[src/rtl/hilo_pkg.sv]
// Shared encodings for the HI/LO multiply/divide engine.
// The control unit imports the op encodings from here as well.
package hilo_pkg;

  typedef enum logic {
    OP_MUL = 1'b0,
    OP_DIV = 1'b1
  } op_e;

  typedef enum logic [1:0] {
    ST_IDLE = 2'd0,
    ST_RUN  = 2'd1,
    ST_FIX  = 2'd2
  } state_e;

endpackage

[src/rtl/hilo_muldiv_unit_if.sv]
// Issue/result bundle between the control unit (master) and the HI/LO engine (slave).
interface hilo_muldiv_unit_if #(
  parameter int WIDTH = 32
) ();

  logic             start;
  logic             op;
  logic             sgn;
  logic [WIDTH-1:0] a;
  logic [WIDTH-1:0] b;
  logic             hi_wr;
  logic             lo_wr;
  logic [WIDTH-1:0] wr_data;
  logic             busy;
  logic             done;
  logic             div_by_zero;
  logic [WIDTH-1:0] hi;
  logic [WIDTH-1:0] lo;

  modport master (
    output start, op, sgn, a, b, hi_wr, lo_wr, wr_data,
    input  busy, done, div_by_zero, hi, lo
  );

  modport slave (
    input  start, op, sgn, a, b, hi_wr, lo_wr, wr_data,
    output busy, done, div_by_zero, hi, lo
  );

endinterface

[src/rtl/hilo_sign_mag.sv]
// Conditional two's-complement negate: res = neg ? -val : val.
// Gives operand magnitudes on the way in and restores result signs on the way out.
module hilo_sign_mag #(
  parameter int WIDTH = 32
) (
  input  logic [WIDTH-1:0] val,
  input  logic             neg,
  output logic [WIDTH-1:0] res
);

  assign res = neg ? (~val + WIDTH'(1)) : val;

endmodule

[src/rtl/hilo_muldiv_unit.sv]
// Multi-cycle shift-add multiplier / restoring divider owning the HI/LO pair.
// Optional build macro HILO_EARLY_TERM_EN: MUL leaves RUN once the remaining multiplier bits are zero.
module hilo_muldiv_unit
  import hilo_pkg::*;
#(
  parameter int WIDTH = 32
) (
  input  logic              clock,
  input  logic              clear,
  hilo_muldiv_unit_if.slave bus
);

  localparam int CNT_W = $clog2(WIDTH + 1);
  localparam int W2    = 2 * WIDTH;

  state_e             state_r, state_nx_s;
  logic [CNT_W-1:0]   count_r, count_nx_s;
  op_e                op_r, op_nx_s;
  logic               dbz_r, dbz_nx_s;
  logic               neg_res_r, neg_res_nx_s;
  logic               neg_rem_r, neg_rem_nx_s;
  logic [W2-1:0]      acc_r, acc_nx_s;
  logic [W2-1:0]      mcand_r, mcand_nx_s;
  logic [WIDTH-1:0]   mplier_r, mplier_nx_s;
  logic [WIDTH-1:0]   hi_r, hi_nx_s;
  logic [WIDTH-1:0]   lo_r, lo_nx_s;
  logic               busy_r, done_r, dz_r;

  logic [WIDTH-1:0]   a_mag_s, b_mag_s;
  logic [W2-1:0]      prod_fix_s;
  logic [WIDTH-1:0]   quot_fix_s, rem_fix_s;
  logic [WIDTH:0]     trial_s;
  logic [W2-1:0]      div_step_s;
  logic               run_last_s;

  hilo_sign_mag #(.WIDTH(WIDTH)) u_mag_a (
    .val (bus.a),
    .neg (bus.sgn & bus.a[WIDTH-1]),
    .res (a_mag_s)
  );

  hilo_sign_mag #(.WIDTH(WIDTH)) u_mag_b (
    .val (bus.b),
    .neg (bus.sgn & bus.b[WIDTH-1]),
    .res (b_mag_s)
  );

  hilo_sign_mag #(.WIDTH(W2)) u_fix_prod (
    .val (acc_r),
    .neg (neg_res_r),
    .res (prod_fix_s)
  );

  hilo_sign_mag #(.WIDTH(WIDTH)) u_fix_quot (
    .val (acc_r[WIDTH-1:0]),
    .neg (neg_res_r),
    .res (quot_fix_s)
  );

  hilo_sign_mag #(.WIDTH(WIDTH)) u_fix_rem (
    .val (acc_r[W2-1:WIDTH]),
    .neg (neg_rem_r),
    .res (rem_fix_s)
  );

  // Restoring divide step: acc holds {partial remainder, unshifted dividend/quotient bits}
  always_comb begin
    trial_s    = {acc_r[W2-1:WIDTH], acc_r[WIDTH-1]} - {1'b0, mcand_r[WIDTH-1:0]};
    div_step_s = {acc_r[W2-2:0], 1'b0};
    if (!trial_s[WIDTH]) begin
      div_step_s = {trial_s[WIDTH-1:0], acc_r[WIDTH-2:0], 1'b1};
    end else begin
      div_step_s = {acc_r[W2-2:0], 1'b0};
    end
  end

  // Decide whether this RUN edge is the last iteration
  always_comb begin
`ifdef HILO_EARLY_TERM_EN
    if (op_r == OP_MUL) begin
      run_last_s = (mplier_r[WIDTH-1:1] == '0);
    end else begin
      run_last_s = (count_r == CNT_W'(1));
    end
`else
    run_last_s = (count_r == CNT_W'(1));
`endif
  end

  // Next-state and datapath update for IDLE -> RUN -> FIX -> IDLE
  always_comb begin
    state_nx_s   = state_r;
    count_nx_s   = count_r;
    op_nx_s      = op_r;
    dbz_nx_s     = dbz_r;
    neg_res_nx_s = neg_res_r;
    neg_rem_nx_s = neg_rem_r;
    acc_nx_s     = acc_r;
    mcand_nx_s   = mcand_r;
    mplier_nx_s  = mplier_r;
    hi_nx_s      = hi_r;
    lo_nx_s      = lo_r;

    if (bus.hi_wr) begin
      hi_nx_s = bus.wr_data;
    end else begin
      hi_nx_s = hi_r;
    end
    if (bus.lo_wr) begin
      lo_nx_s = bus.wr_data;
    end else begin
      lo_nx_s = lo_r;
    end

    case (state_r)
      ST_IDLE: begin
        if (bus.start) begin
          op_nx_s      = op_e'(bus.op);
          neg_res_nx_s = bus.sgn & (bus.a[WIDTH-1] ^ bus.b[WIDTH-1]);
          neg_rem_nx_s = bus.sgn & bus.a[WIDTH-1];
          count_nx_s   = CNT_W'(WIDTH);
          mplier_nx_s  = '0;
          if ((op_e'(bus.op) == OP_DIV) && (bus.b == '0)) begin
            // Raw dividend goes to HI untouched; the sign fix-up is bypassed
            dbz_nx_s   = 1'b1;
            acc_nx_s   = {bus.a, {WIDTH{1'b1}}};
            mcand_nx_s = '0;
            state_nx_s = ST_FIX;
          end else if (op_e'(bus.op) == OP_DIV) begin
            dbz_nx_s   = 1'b0;
            acc_nx_s   = {{WIDTH{1'b0}}, a_mag_s};
            mcand_nx_s = {{WIDTH{1'b0}}, b_mag_s};
            state_nx_s = ST_RUN;
          end else begin
            dbz_nx_s    = 1'b0;
            acc_nx_s    = '0;
            mcand_nx_s  = {{WIDTH{1'b0}}, a_mag_s};
            mplier_nx_s = b_mag_s;
            state_nx_s  = ST_RUN;
          end
        end else begin
          state_nx_s = ST_IDLE;
        end
      end

      ST_RUN: begin
        count_nx_s = count_r - CNT_W'(1);
        if (op_r == OP_MUL) begin
          // Multiplicand shifts left so the product is always in final alignment
          if (mplier_r[0]) begin
            acc_nx_s = acc_r + mcand_r;
          end else begin
            acc_nx_s = acc_r;
          end
          mcand_nx_s  = mcand_r << 1;
          mplier_nx_s = mplier_r >> 1;
        end else begin
          acc_nx_s = div_step_s;
        end
        if (run_last_s) begin
          state_nx_s = ST_FIX;
        end else begin
          state_nx_s = ST_RUN;
        end
      end

      ST_FIX: begin
        state_nx_s = ST_IDLE;
        count_nx_s = '0;
        if (dbz_r) begin
          hi_nx_s = acc_r[W2-1:WIDTH];
          lo_nx_s = acc_r[WIDTH-1:0];
        end else if (op_r == OP_MUL) begin
          hi_nx_s = prod_fix_s[W2-1:WIDTH];
          lo_nx_s = prod_fix_s[WIDTH-1:0];
        end else begin
          hi_nx_s = rem_fix_s;
          lo_nx_s = quot_fix_s;
        end
      end

      default: begin
        state_nx_s = ST_IDLE;
      end
    endcase
  end

  // State, datapath and registered status outputs
  always_ff @(posedge clock) begin
    if (clear) begin
      state_r   <= ST_IDLE;
      count_r   <= '0;
      op_r      <= OP_MUL;
      dbz_r     <= 1'b0;
      neg_res_r <= 1'b0;
      neg_rem_r <= 1'b0;
      acc_r     <= '0;
      mcand_r   <= '0;
      mplier_r  <= '0;
      hi_r      <= '0;
      lo_r      <= '0;
      busy_r    <= 1'b0;
      done_r    <= 1'b0;
      dz_r      <= 1'b0;
    end else begin
      state_r   <= state_nx_s;
      count_r   <= count_nx_s;
      op_r      <= op_nx_s;
      dbz_r     <= dbz_nx_s;
      neg_res_r <= neg_res_nx_s;
      neg_rem_r <= neg_rem_nx_s;
      acc_r     <= acc_nx_s;
      mcand_r   <= mcand_nx_s;
      mplier_r  <= mplier_nx_s;
      hi_r      <= hi_nx_s;
      lo_r      <= lo_nx_s;
      busy_r    <= (state_nx_s != ST_IDLE);
      done_r    <= (state_r == ST_FIX);
      dz_r      <= (state_r == ST_FIX) && dbz_r;
    end
  end

  assign bus.busy        = busy_r;
  assign bus.done        = done_r;
  assign bus.div_by_zero = dz_r;
  assign bus.hi          = hi_r;
  assign bus.lo          = lo_r;

endmodule

[src/flat_wrapper.sv]
// flat-port wrapper written by rule: the top's interface ports become plain ports
module hilo_muldiv_unit_flat import hilo_pkg::*;
#(
  parameter int WIDTH = 32
)
  (clock, clear, bus_start, bus_op, bus_sgn, bus_a, bus_b, bus_hi_wr, bus_lo_wr, bus_wr_data, bus_busy, bus_done, bus_div_by_zero, bus_hi, bus_lo);
  hilo_muldiv_unit_if #(.WIDTH(WIDTH)) bus_i ();
  input  logic clock;
  input  logic clear;
  input wire logic [$bits(bus_i.start)-1:0] bus_start;
  input wire logic [$bits(bus_i.op)-1:0] bus_op;
  input wire logic [$bits(bus_i.sgn)-1:0] bus_sgn;
  input wire logic [$bits(bus_i.a)-1:0] bus_a;
  input wire logic [$bits(bus_i.b)-1:0] bus_b;
  input wire logic [$bits(bus_i.hi_wr)-1:0] bus_hi_wr;
  input wire logic [$bits(bus_i.lo_wr)-1:0] bus_lo_wr;
  input wire logic [$bits(bus_i.wr_data)-1:0] bus_wr_data;
  output wire logic [$bits(bus_i.busy)-1:0] bus_busy;
  output wire logic [$bits(bus_i.done)-1:0] bus_done;
  output wire logic [$bits(bus_i.div_by_zero)-1:0] bus_div_by_zero;
  output wire logic [$bits(bus_i.hi)-1:0] bus_hi;
  output wire logic [$bits(bus_i.lo)-1:0] bus_lo;
  assign bus_i.start = bus_start;
  assign bus_i.op = bus_op;
  assign bus_i.sgn = bus_sgn;
  assign bus_i.a = bus_a;
  assign bus_i.b = bus_b;
  assign bus_i.hi_wr = bus_hi_wr;
  assign bus_i.lo_wr = bus_lo_wr;
  assign bus_i.wr_data = bus_wr_data;
  assign bus_busy = bus_i.busy;
  assign bus_done = bus_i.done;
  assign bus_div_by_zero = bus_i.div_by_zero;
  assign bus_hi = bus_i.hi;
  assign bus_lo = bus_i.lo;
  hilo_muldiv_unit #(.WIDTH(WIDTH)) u_core (.clock(clock), .clear(clear), .bus(bus_i));
endmodule
[config.mk]
export PLATFORM = sky130hd
export DESIGN_NAME = hilo_muldiv_unit_flat
export DESIGN_NICKNAME = d
export VERILOG_FILES = /design/src/rtl/hilo_pkg.sv /design/src/rtl/hilo_muldiv_unit_if.sv /design/src/rtl/hilo_sign_mag.sv /design/src/rtl/hilo_muldiv_unit.sv /design/src/flat_wrapper.sv
export SDC_FILE = /design/constraint.sdc
export NUM_CORES = 1
export LEC_CHECK = 0
export BUFFER_PORTS_ARGS = -buffer_cell sky130_fd_sc_hd__buf_2
export CORE_ASPECT_RATIO = 0.9
export CORE_MARGIN = 2
export CORE_UTILIZATION = 55
export DETAILED_ROUTE_END_ITERATION = 10
export PLACE_DENSITY = 0.71
export SETUP_SLACK_MARGIN = 0.5
export SLEW_MARGIN = 0
export SYNTH_ARGS = -nofsm -noshare
export SYNTH_HDL_FRONTEND = slang
export SYNTH_SLANG_ARGS = --single-unit
export TNS_END_PERCENT = 10
[constraint.sdc]
create_clock -name clock -period 4.2 [get_ports clock]
set_input_delay 0 -clock clock [delete_from_list [all_inputs] [get_ports clock]]
set_output_delay 0 -clock clock [all_outputs]
set_load 0.01 [all_outputs]
After elaboration in Yosys (flattened, before gate mapping)
Cells that the tools add are included.
Operators by class
  multiplexer cells: 37
  bitwise gates (word level): 9
  eq/ne operators: 6
  $add $sub $neg: 8
  reductions and logical operators: 13
Operators with widths (count)
  $mux W32: 18
  $mux W64: 9
  $pmux W64 S2: 2
  $add A32 B1 Y32 const B: 4
  $not A32 Y32: 4
  $add A64 B1 Y64 const B: 1
  $add A64 B64 Y64: 1
  $not A64 Y64: 1
  $pmux W32 S2: 1
  $sub A33 B32 Y33: 1
  $logic_not A32 Y1: 1
  $pmux W6 S3: 1
  $reduce_bool A2 Y1: 4
  $eq A6 B1 Y1 const B: 1
  $mux W2: 3
  $mux W6: 1
  $reduce_and A3 Y1: 2
  $sub A6 B1 Y6 const B: 1
  $ne A2 B2 Y1 const B: 2
  $pmux W2 S2: 1
  $reduce_and A2 Y1: 2
  $and A1 B1 Y1: 3
  $ne A3 B1 Y1 const B: 1
  $reduce_bool A3 Y1: 1
  6 further kinds: 7
Word-level totals
  register bits: 239
  logic and storage cells: 87
  input bits: 103

Depth between registers and ports, before layout
  word-level depth: 7
  mapped depth: 16
  gate-level depth less buffers: 13

By module
Synthesis repeated with hierarchy kept, for this count alone.
Unflattened totals
  cells, all modules: 3011
  area total of the unflattened synthesis: 23105.9 sq um
By module, submodules not included
  hilo_muldiv_unit: cells each 2409, seq. area each 4784.6 sq um, times used 1, area an instance 18348.8 sq um
  hilo_sign_mag at u_core.u_fix_quot ...: cells each 99, seq. area each 0.0 sq um, times used 4, area an instance 777.0 sq um
  hilo_sign_mag at u_core.u_fix_prod: cells each 206, seq. area each 0.0 sq um, times used 1, area an instance 1649.1 sq um

Worst setup path after synthesis
OpenSTA, ideal clock, no wires.
  kind: register to register
  start point: register u_core.acc_r[56]
  end point: register u_core.acc_r[36]
  cell stages (with the launch flop): 14
  arrival time: 3.275 ns
  slack: 0.804 ns
  required time: 4.078 ns
  path buffers: 3
  setup time: 0.122 ns
  cell sequence: dfxtp_1 > ha_1 > buf_6 > a211o_1 > a31o_1 > a211oi_2 > o31ai_1 > mux2_4 > or4_4 > buf_6 > buf_6 > a211oi_1 > a211oi_1 > a221o_1
On the way
  word-level cells in the longest chain between the ends: 4
Ends and longest elaborated chain
  start: declaration: RTL line hilo_muldiv_unit.sv:22  | logic [W2-1:0] acc_r, acc_nx_s;
  start signal: assignment: RTL line hilo_muldiv_unit.sv:212  | acc_r <= acc_nx_s;
  $sub A33 B32 Y33: RTL line hilo_muldiv_unit.sv:68  | trial_s = {acc_r[W2-1:WIDTH], acc_r[WIDTH-1]} - {1'b0, mcand_r[WIDTH-1:0]};
  $mux W64: RTL line hilo_muldiv_unit.sv:70  | if (!trial_s[WIDTH]) begin
  $mux W64: RTL line hilo_muldiv_unit.sv:148  | if (op_r == OP_MUL) begin
  $pmux W64 S2: RTL line hilo_muldiv_unit.sv:115  | case (state_r)
Every way passes these cells.
A chain may end at the register's enable or synchronous reset.

Final worst setup path
  start point: register u_core.acc_r[31]
  end point: register u_core.acc_r[47]
On the way
  word-level cells in the longest chain between the ends: 4
  elaborated cells on any way between the ends: 6
  classes of those cells: add/sub (2); mux (4)
Ends and longest elaborated chain (RTL line)
  $add A64 B64 Y64 / $sub A33 B32 Y33 (equally long branches): hilo_muldiv_unit.sv:151, hilo_muldiv_unit.sv:68
  $mux W64 (on tied branches): hilo_muldiv_unit.sv:150, hilo_muldiv_unit.sv:70
  $mux W64 *: hilo_muldiv_unit.sv:148
  $pmux W64 S2 *: hilo_muldiv_unit.sv:115
Every way passes the cells marked *; elsewhere a longest branch is shown, timed or not. The select of a mux whose other input is x is not followed.

==> results.py <==
metrics = {
    "worst_setup_path": {
        "worst_r2r_path_depth": 12,
        "start_kind": "flip-flop",
        "critical_path.endpoint_type": "flip-flop",
        "timing.critical_path.fanout_max": 12,
        "ff2ff_setup_slack_ps": 490,
        "kind_of_critical_path": "flip-flop to flip-flop",
        "r2r-start": "u_core.acc_r[31]",
        "cp_data_required_time_ps": 4680,
        "critical_path_arrival_ps": 4190,
        "rr_endpoint": "u_core.acc_r[47]",
    },
    "power_and_ir_drop": {
        "power.ir.vdd_worst_mv": 0.3327,
        "share_seq_of_total_power_pct": 31.0,
        "total_switching_power_w": 0.003562,
        "swShare_pct": 41.46,
        "power.density_cell_area_mw_per_mm2": 373.8,
        "total_leakage_power_nw": 9.328,
        "cellInternalPower_w": 0.005030,
        "comb_power_share_pct": 41.1,
        "clock_power_share_pct": 27.9,
    },
    "timing": {
        "hold_ws_ps": 20.06,
        "final_period_minus_worst_setup_slack_ps": 3707,
        "setup_viols_final": 0,
        "finalHoldViolations": 0,
        "max_clock_freq_mhz": 269.7,
        "slew_headroom_pct": 26.02,
        "finClkSkew_ps": 18.89,
        "fin_crit_sh_pct": 88.27,
        "setup_tns_final_ps": 0,
        "setup_repair_after_global_routing_missed_its_margin": "yes",
        "worst_max_slew_pin_slew_ps": 1110,
        "slew_violations": 0,
    },
    "synthesis": {
        "synthArstFlopShare_pct": 0,
        "synthesis.area_per_instance_um2": 7.429,
        "synth.yosys.seq_area_share_pct": 24.16,
        "synthesis.yosys.warnings": 0,
        "net_count_synth": 2876,
        "syn-instance-count": 2666,
        "synth.distinct_cells": 80,
        "synth_enable_flop_cells": 0,
        "mapped_cell_area_mm2": 0.01981,
        "ys_seq_elements": 239,
        "yosys_most_used_dff": "dfxtp_1",
    },
    "drt": {
        "postRouteWirelength_um": 88020,
        "drt-wirelength-per-cell_um": 26.42,
        "dr_total_vias": 22860,
        "antenna_left": 0,
        "detailedRoute.firstPassIterationCount": 6,
        "first_iter_violations": 2659,
        "detailed_route_vias_per_instance": 6.861,
        "route.detailed.drc": 0,
    },
    "clocking": {
        "clk-insertion-delay-late_ps": 590,
        "cts_inserted_buffers": 29,
        "clock_tree_from_tritoncts": "built",
        "clockRootBuffer": "clkbuf_16",
        "total_number_of_clock_tree_sinks": 239,
        "cts.clk_slew.worst_paths_ps": 60,
        "cts_buffer_depth": 3,
        "cts.htree.levels": 1,
    },
    "global_route": {
        "grt_max_degree": 104,
        "global_route.overflow_total": 0,
        "antenna_found_initial": 5,
        "wire_length_of_the_first_global_routing_pass_um": 128600,
        "first_global_vias": 21070,
        "groute.usage.overall_pct": 45.39,
    },
    "job": {
        "max-cap-violations": 0,
    },
    "place": {
        "post-dp-hpwl_um": 66040,
        "routabilityCongestion": 1.048,
        "port-buffer-count": 169,
    },
    "layout": {
        "area_growth_syn_to_layout_pct": 16.06,
        "layout-drive-gt1-share_pct": 13.63,
        "fin_nets": 3052,
        "antenna_cells": 0,
    },
    "hold_path": {
        "hold_path.startpoint": "bus_a[1]",
        "hold-path-cell-count": 3,
        "hold_class": "primary input to flip-flop",
        "hold_end": "u_core.acc_r[33]",
    },
    "outcome": {
        "run_status": "complete, no violations",
    },
    "floorplan": {
        "number_of_cell_rows": 65,
        "die-height_um": 184.0,
        "placeableCoreArea_mm2": 0.03530,
        "floorplan.initialDensity_pct": 56.11,
        "floorplan.die_area_mm2": 0.03755,
        "ios": 170,
        "die_w_um": 204.0,
    },
}
## logic make-up (layout without fill, tap and decap cells)
logic type / Yosys count / count (layout) / share of synthesized area, %
adders and majority gates: 107 / 107 / 6.835
and+or+nand+nor: 824 / 825 / 19.85
xor gates and xnor gates: 191 / 191 / 8.446
buffers and inverters: 272 / 467 / 5.407
muxes: 33 / 33 / 1.731
DFF: 239 / 239 / 24.16
AOI/OAI and AO/OA: 1000 / 1000 / 33.58
## cell type report
cell class                 count  area [um2]
clock buffer                  37       775.7
fill                        3129       12310
clock inverter                14       88.84
inverter                      74       277.8
sequential                   239        4792
multi-input combinational   2156       14130
tap                          469       586.8
timing repair buffer         342        2337
## layer usage
metal	part of all wire, %	wire [um]	global-route usage (%)
met1	39	34660	58.85
met2	41	36160	66.97
met3	12	10940	12.69
met4	7.0	6181	27.07
met5	0.091	80	0
## registers in the layout, summed over array words and instances (netlist names), 2 cells and up
name and count:
u_core.acc_r 64, u_core.mcand_r 64, u_core.bus.hi 32, u_core.bus.lo 32, u_core.mplier_r 32, u_core.count_r 6, u_core.state_r 2
## power by group through the flow
stage | clock network (W) | registers [W] | logic, W
global route | 0.00249 | 0.00267 | 0.00374
detailed placement | 0 | 0.00269 | 0.00322
global placement | 0 | 0.00268 | 0.00318
finish | 0.00240 | 0.00266 | 0.00353
floorplan | 0 | 0.00266 | 0.00217
CTS | 0.00240 | 0.00264 | 0.00336
## synth_stat cells (26+ instances only)
library cell  number  area (um2)
nor2_1           274        1028
dfxtp_1          239        4785
a21oi_1          219        1096
a211oi_1         215        1614
nand2_1          213       799.5
o21ai_0          175       875.8
clkbuf_1         169       634.4
xnor2_1          106       928.4
ha_1             105        1314
xor2_1            85       744.5
inv_1             74       277.8
nor2b_1           71       444.2
a21o_1            61       457.9
nor3_1            60       300.3
a22oi_1           52       390.4
o211ai_1          48       360.4
nand3_1           32       160.2
nand4_1           31       193.9
a221oi_1          26       227.7
mux2i_1           26       260.3
o31ai_1           26       195.2
## critical path, cell delays in order, from the launching register on
cell and delay [ps]:
dfxtp_2 370, inv_1 110, ha_1 220, fa_2 380, nor2b_4 140, o31ai_1 90, a31o_2 270, a211o_1 310
nor4bb_4 190, or4_2 910, a211oi_1 360, o21a_1 160, o21ai_0 70
## worst max-delay path by stage
stage	cells after the start	start	endpoint
after global routing	13	u_core.mcand_r[0]	u_core.acc_r[50]
final	12	u_core.acc_r[31]	u_core.acc_r[47]
after floorplan	13	u_core.acc_r[56]	u_core.acc_r[36]
after detailed placement	14	u_core.acc_r[31]	u_core.acc_r[54]
after global placement	14	u_core.acc_r[31]	u_core.acc_r[54]
after CTS	14	u_core.mcand_r[10]	u_core.acc_r[41]
## placed cells by master, fill, tap and decap left out, types with 13 or more instances in the layout
| master | synthesis | routed |
|---|---|---|
| a211oi_1 | 215 | 214 |
| a21o_1 | 61 | 61 |
| a21oi_1 | 219 | 216 |
| a221oi_1 | 26 | 26 |
| a22oi_1 | 52 | 52 |
| a31oi_1 | 20 | 18 |
| and2_1 | 17 | 17 |
| and3_1 | 17 | 17 |
| buf_2 | 4 | 168 |
| buf_4 | 2 | 103 |
| clkbuf_16 | 0 | 29 |
| dfxtp_1 | 239 | 233 |
| dlygate4sd3_1 | 0 | 68 |
| ha_1 | 105 | 100 |
| inv_1 | 74 | 74 |
| mux2i_1 | 26 | 26 |
| nand2_1 | 213 | 212 |
| nand2b_1 | 15 | 15 |
| nand3_1 | 32 | 32 |
| nand4_1 | 31 | 31 |
| nor2_1 | 274 | 273 |
| nor2b_1 | 71 | 69 |
| nor3_1 | 60 | 57 |
| nor4_1 | 16 | 15 |
| o211ai_1 | 48 | 48 |
| o21a_1 | 16 | 16 |
| o21ai_0 | 175 | 174 |
| o21ai_1 | 13 | 13 |
| o21bai_1 | 14 | 14 |
| o22ai_1 | 14 | 14 |
| o31ai_1 | 26 | 25 |
| or3_1 | 22 | 22 |
| or4_1 | 15 | 15 |
| xnor2_1 | 106 | 105 |
| xor2_1 | 85 | 85 |
## timing repair
item | CTS | global route
setup endpoints to repair | 21 | 40
buffers inserted | 5 | 2
hold endpoints to repair | 154 | 0
gates cloned | 1 | 0
resized for setup | 5 | 21
pin swaps | 0 | 1
hold buffers | 68 | 0
## stage by stage
stage / util (%) / cells / setup slack, ps / cell area (um2) / power (W)
after floorplan: - / 2666 / 803.6 / 19810 / 0.004827
after global placement: 60.25 / 3204 / 479.2 / 21270 / 0.005864
after detailed placement: 60.25 / 3204 / 369.2 / 21270 / 0.005910
after CTS: 64.81 / 3329 / 468.1 / 22880 / 0.008400
after global routing: 65.13 / 3331 / 319.4 / 22990 / 0.008903
final: 65.13 / 3331 / 492.7 / 22990 / 0.008593
Note: power is estimated with default switching activity, not from simulation.
